**src/rtl/slot_encoder.sv**
```systemverilog
// One-hot slot loader: places data into one of four slots over a 3-edge load.
// Define SLOT_ENCODER_ROTATE_EN to enable slot rotation on shift in HOLD.
module slot_encoder #(
    parameter int WIDTH = 5
) (
    input  logic             clk,
    input  logic             rst_n,
    input  logic             start,
    input  logic [1:0]       idx_in,
    input  logic [WIDTH-1:0] data_in,
    input  logic             shift,
    output logic [WIDTH-1:0] A1,
    output logic [WIDTH-1:0] A2,
    output logic [WIDTH-1:0] A3,
    output logic [WIDTH-1:0] A4,
    output logic [1:0]       idx_out,
    output logic             busy,
    output logic             valid,
    output logic             err
);

    typedef enum logic [1:0] {
        IDLE,
        CLEAR,
        LOAD,
        HOLD
    } state_t;

    state_t           state_q, state_d;
    logic [WIDTH-1:0] slot_q [4];
    logic [WIDTH-1:0] slot_d [4];
    logic [1:0]       idx_q, idx_d;
    logic [1:0]       cap_idx_q, cap_idx_d;
    logic [WIDTH-1:0] cap_data_q, cap_data_d;
    logic             busy_q, busy_d;
    logic             valid_q, valid_d;
    logic             err_q, err_d;

`ifndef SLOT_ENCODER_ROTATE_EN
    logic unused_shift;
    assign unused_shift = shift;
`endif

    always_comb begin
        state_d    = state_q;
        slot_d     = slot_q;
        idx_d      = idx_q;
        cap_idx_d  = cap_idx_q;
        cap_data_d = cap_data_q;
        busy_d     = busy_q;
        valid_d    = valid_q;
        err_d      = 1'b0;
        unique case (state_q)
            IDLE, HOLD: begin
                if (start && (data_in != '0)) begin
                    cap_idx_d  = idx_in;
                    cap_data_d = data_in;
                    for (int i = 0; i < 4; i++) slot_d[i] = '0;
                    busy_d     = 1'b1;
                    valid_d    = 1'b0;
                    state_d    = CLEAR;
                end else begin
                    err_d = start;
`ifdef SLOT_ENCODER_ROTATE_EN
                    // A rejected start does not block a rotation
                    if ((state_q == HOLD) && shift) begin
                        slot_d[1] = slot_q[0];
                        slot_d[2] = slot_q[1];
                        slot_d[3] = slot_q[2];
                        slot_d[0] = slot_q[3];
                        idx_d     = idx_q + 2'd1;
                    end
`endif
                end
            end
            CLEAR: begin
                slot_d[cap_idx_q] = cap_data_q;
                idx_d             = cap_idx_q;
                state_d           = LOAD;
            end
            LOAD: begin
                busy_d  = 1'b0;
                valid_d = 1'b1;
                state_d = HOLD;
            end
        endcase
    end

    always_ff @(posedge clk or negedge rst_n) begin
        if (!rst_n) begin
            state_q    <= IDLE;
            for (int i = 0; i < 4; i++) slot_q[i] <= '0;
            idx_q      <= '0;
            cap_idx_q  <= '0;
            cap_data_q <= '0;
            busy_q     <= 1'b0;
            valid_q    <= 1'b0;
            err_q      <= 1'b0;
        end else begin
            state_q    <= state_d;
            slot_q     <= slot_d;
            idx_q      <= idx_d;
            cap_idx_q  <= cap_idx_d;
            cap_data_q <= cap_data_d;
            busy_q     <= busy_d;
            valid_q    <= valid_d;
            err_q      <= err_d;
        end
    end

    assign A1      = slot_q[0];
    assign A2      = slot_q[1];
    assign A3      = slot_q[2];
    assign A4      = slot_q[3];
    assign idx_out = idx_q;
    assign busy    = busy_q;
    assign valid   = valid_q;
    assign err     = err_q;

endmodule

```
**config.mk**
```make
export PLATFORM = sky130hd
export DESIGN_NAME = slot_encoder
export DESIGN_NICKNAME = d
export VERILOG_FILES = /design/src/rtl/slot_encoder.sv
export SDC_FILE = /design/constraint.sdc
export NUM_CORES = 1
export LEC_CHECK = 0
export CORE_MARGIN = 1.5
export CORE_UTILIZATION = 62
export CTS_CLUSTER_DIAMETER = 60
export DETAILED_ROUTE_END_ITERATION = 10
export DONT_BUFFER_PORTS = 1
export PLACE_DENSITY = 0.82
export SLEW_MARGIN = 20
export SYNTH_ARGS = -nofsm -noshare
export SYNTH_HDL_FRONTEND = slang
export SYNTH_SLANG_ARGS = --single-unit
```
**constraint.sdc**
```tcl
create_clock -name clk -period 1.96 [get_ports clk]
set_input_delay 0.294 -clock clk [delete_from_list [all_inputs] [get_ports clk]]
set_output_delay 0.294 -clock clk [all_outputs]
set_load 0.01 [all_outputs]
```
## Word-level counts from Yosys, hierarchy flattened

Cells that the tools add are included.
W data, S select, Z words.

- Output and inout port bits: 25
- Logic and storage cells: 41
- Input bits: 11
- Flip-flop bits (word level): 34

- Equality and inequality tests: 4
- Order comparisons: 2
- Reduce and logical (&&, ||, !) cells: 10
- Multiplexer cells: 13
- Bitwise gates (word level): 1

Operator list:

| cell | number |
|---|---|
| $pmux W20 S2 | 1 |
| $bwmux W20 | 1 |
| $mux W20 | 1 |
| $demux W5 S2 | 1 |
| $pmux W2 S3 | 1 |
| $reduce_and A2 Y1 | 3 |
| $mux W5 | 1 |
| $reduce_bool A5 Y1 | 1 |
| $eq A2 B2 Y1 const B | 2 |
| $mux W1 | 4 |
| $pmux W1 S2 | 2 |
| $reduce_bool A2 Y1 | 2 |
| $ge A3 B3 Y1 const B | 1 |
| $lt A3 B1 Y1 const B | 1 |
| $not A2 Y3 | 1 |
| $eq A2 B1 Y1 const B | 1 |
| $logic_and A1 B1 Y1 | 2 |
| $logic_not A2 Y1 | 1 |
| $mux W2 | 1 |
| $ne A2 B2 Y1 const B | 1 |
| $reduce_or A2 Y1 | 1 |

## Longest topological paths before layout

Gate-level depths: netlist (run 1).

- Word-level depth: 7
- Gate-level depth with buffers: 8
- Mapped depth without buffers: 6

## Least setup slack after synthesis (run 1)

OpenSTA, ideal clock, no wires.

- Kind: register to register
- From: register state_q[0]
- To: register slot_q, in the netlist A1[2]
- Path buffers: 1
- Required time: 1.834 ns
- Arrival: 1.623 ns
- Clock period less this slack: 1.749 ns
- Setup time: 0.126 ns
- Stages on the path, launching flop included: 8
- Path slack: 0.211 ns
- Cell sequence: dfrtp_1 -> inv_1 -> ha_1 -> nand2b_1 -> buf_2 -> a22oi_1 -> nor2_1 -> a221o_1

- Cells in the longest elaborated chain, start to end: 4
- Elaborated cells between the ends (all ways): 8
- Classes of those cells: eq/ne (3); mux (1); reduce/logical (4)

RTL lines:

| item | RTL line | RTL |
|---|---|---|
| from (decl) | 29 | `state_t state_q, state_d;` |
| from (signal assigned) | 100 | `state_q <= state_d;` |
| $eq A2 B2 Y1 / $logic_not A2 Y1 (equally long branches) | 53 | `unique case (state_q)` |
| $reduce_or A2 Y1 | 53 |  |
| $ne A2 B2 Y1 (no line) / $reduce_bool A2 Y1 (equally long branches) | n/a |  |
| $reduce_and A2 Y1 (no line) | n/a |  |
| to (signal assigned) | 101 | `slot_q <= slot_d;` |
| to (decl) | 30 | `logic [WIDTH-1:0] slot_q [4];` |

Several ways; a longest one is shown, not always the timed one.
A chain may end at the register's enable or synchronous reset.

## Worst setup path after layout (run 1)

- From: register state_q[0]
- To: register slot_q, in the netlist A1[3]

The elaborated chain is that of the path after synthesis.

==> results of run 1 <==
## cells by family after synthesis
group,after synthesis,share of synthesized area [%]
buf+inv,14,3.34
fa+ha+maj,3,2.23
simple gates,37,12.2
flops,34,50.5
mux,3,1.93
compound gates,69,29.8
## state kept, by name, summed over array words and instances, names as in the netlist
register,count
idx_out,2
err,1
busy,1
cap_idx_q,2
cap_data_q,5
A3,5
A2,5
A1,5
A4,5
state_q,2
valid,1
## layout make-up
type	count	area [sq um]	area share (%)
sequential	34	851	45.9
multi-input combinational	112	788	42.6
inverter	4	15.0	0.811
clock buffer	7	55.1	2.97
timing repair buffer	11	100	5.41
tap	30	37.5	2.03
clock inverter	1	5.00	0.270
## routing by layer
layer	part of all wire [%]	GRT usage, %
met1	44	33.8
met2	49	45.6
met4	0.95	8.13
met3	6.5	10.8
met5	0	0
## cell usage in the layout (no fill, tap or decap), types with 2 or more instances in the layout
cell type,count
a211oi_1,3
a221o_1,5
a22o_1,4
a22oi_1,35
and2_1,4
buf_4,8
clkbuf_4,5
dfrtp_1,34
dlygate4sd3_1,2
ha_1,3
inv_1,3
mux2_2,2
nand2_1,13
nand2b_1,2
nor2_1,6
nor2_2,3
nor3_1,2
nor4_2,2
o21ai_1,15
o21ai_2,2
## power by group through the flow
stage / Clock, mW / Sequential, mW / Combinational (mW)
floorplan: 0 / 1.25 / 0.950
global placement: 0 / 1.43 / 1.02
detailed placement: 0 / 1.45 / 1.08
CTS: 0.407 / 1.44 / 1.11
global route: 0.431 / 1.50 / 1.25
finish: 0.406 / 1.45 / 1.13
## timing repair
action                                 in CTS  in global routing
hold buffers                                2                  1
setup buffers                               0                  0
endpoints found under the hold margin      34                  1
gates resized for setup                     0                  4
setup endpoints to repair                   0                 18
## per-stage QoR
stage / util [%] / total power, mW / hold slack, ps
finish: 73.4 / 2.98 / 54.1
global route: 73.4 / 3.18 / 49.9
CTS: 72.6 / 2.95 / 9.92
detailed placement: 69.0 / 2.53 / -0.956
global placement: 69.0 / 2.45 / -0.954
floorplan: - / 2.20 / -1.59
## path summary, 6_finish.rpt
kind	slack [ps]	start	endpoint	cells past startpoint
min in group asynchronous	390	rst_n	A1[0]$_DFFE_PN0P_	2
setup / recovery	160	state_q[0]$_DFFE_PN0P_	A1[3]$_DFFE_PN0P_	7
max in group asynchronous	1390	rst_n	cap_data_q[4]$_DFFE_PN0P_	2
hold / removal	50	idx_in[1]	cap_idx_q[1]$_DFFE_PN0P_	2
setup reg to reg	160	state_q[0]$_DFFE_PN0P_	A1[3]$_DFFE_PN0P_	7
hold reg to reg	520	state_q[1]$_DFFE_PN0P_	state_q[1]$_DFFE_PN0P_	2
## worst max-delay path, stage by stage, from the launching register on
cell	delay (ps)
dfrtp_1	390
inv_1	80
ha_1	300
buf_4	160
nor4b_2	430
a22oi_1	120
nor2_1	140
a221o_1	130
==> reports/qor.yml, run 1 <==
status: "complete, no violations"
hold_class: "primary input to register"
yosys.area.top_type_share_pct: 50.5
die_h_um: 55.1
overflow: 0
internal-power_mw: 1.66
cp-end-kind: "register"
leakage_nw: 0.778
p_per_area_mw_per_mm2: 1610
clock_latency_ps: 340
cp_max_fo: 7
grt_max_degree: 35
setup_slack_ps: 157
synth_nets: 174
grt_pass1_wl_um: 5870
yosysMostFrequentCell: "a22oi_1"
nNetsFinal: 182
netlist_area_sq_mm: 0.00169
vias_per_cell: 6.80
start_kind: "register"
p_sw_mw: 1.32
slew-limit-headroom_pct: 67.2
comb_power_share_pct: 37.9
diodes: 0
syn_inst: 160
synthFlopType: "dfrtp_1"
detail-route-antenna-nets: 0
yosys_warnings: 0
synth-edff-count: 0
cts_htree_levels: 2
sw_frac_of_total_pct: 44.4
crit_required_ps: 2240
final.min_clock_period_ps: 1800
fin_cells: 199
seq_area_frac_synth_pct: 50.5
ys_types: 30
rsz0062_at_grt: "no"
fin_worst_skew_ps: 10.1
first_iter_violations: 45
yosys-top-cells-area: "dfrtp_1 50%, a22oi_1 16%, o21ai_1 4.5%, a221o_1 3.0%, nand2_1 2.9%"
wirelength_um: 3700
avgSynthCellArea_sq_um: 10.5
die_x_um: 55.1
track_usage_pct: 27.8
power_frac_seq_pct: 48.5
finalSetupViolCount: 0
dr.pass1.iters: 5
antenna_found_initial: 0
tns_ps: 0
ir_drop_uv: 1270
io_buffers: 0
dpl_cell_area_sq_mm: 0.00174
hold_viol: 0
slew_violations: 0
dpl.cell_count: 188
clkSinkCount: 34
fmax_ghz: 0.555
clkPwrFrac_pct: 13.6
dr_total_vias: 1354
root_buffer: "clkbuf_4"
cts_tree: "yes"
drive_gt1_share_pct: 18.3
ys_async_sr_fraction_pct: 100
worst_pin_slew_ps: 488
fp.coreArea_sq_mm: 0.00252
worstSetupPathType: "register to register"
clk_path_buf_depth: 2
nFillCells: 200
period_share_pct: 92.0
grt_pass1_vias: 1303
arrival_ps: 2090
fin_area_sq_mm: 0.00185
numCtsBuffers: 5
design.portCount: 36
synth_top_area_cell: "dfrtp_1"
dieArea_sq_mm: 0.00304
area_growth_pct: 9.87
dp_hpwl_um: 2550
ys_ff_latch: 34
maxCapViolations: 0
start_util_pct: 66.8
clk_pin_slew_ps: 110
rows: 18
routedWlPerCell_um: 18.6
place_congestion: 0.744
synth_top_cells_by_count: "35 x a22oi_1, 34 x dfrtp_1, 15 x o21ai_1"
remaining_drc_errors: 0
pre_cts_ws_ps: 55.3
(Power assumes the default switching activity.)
==> inputs of run 2 (changes only) <==
--- a/config.mk
+++ b/config.mk
@@ -11,6 +11,7 @@
 export DETAILED_ROUTE_END_ITERATION = 10
 export DONT_BUFFER_PORTS = 1
 export PLACE_DENSITY = 0.82
+export SKIP_LAST_GASP = 1
 export SLEW_MARGIN = 20
 export SYNTH_ARGS = -nofsm -noshare
 export SYNTH_HDL_FRONTEND = slang
==> results of run 2 <==
Final layout, timing and power as in run 1 (identical DEF).
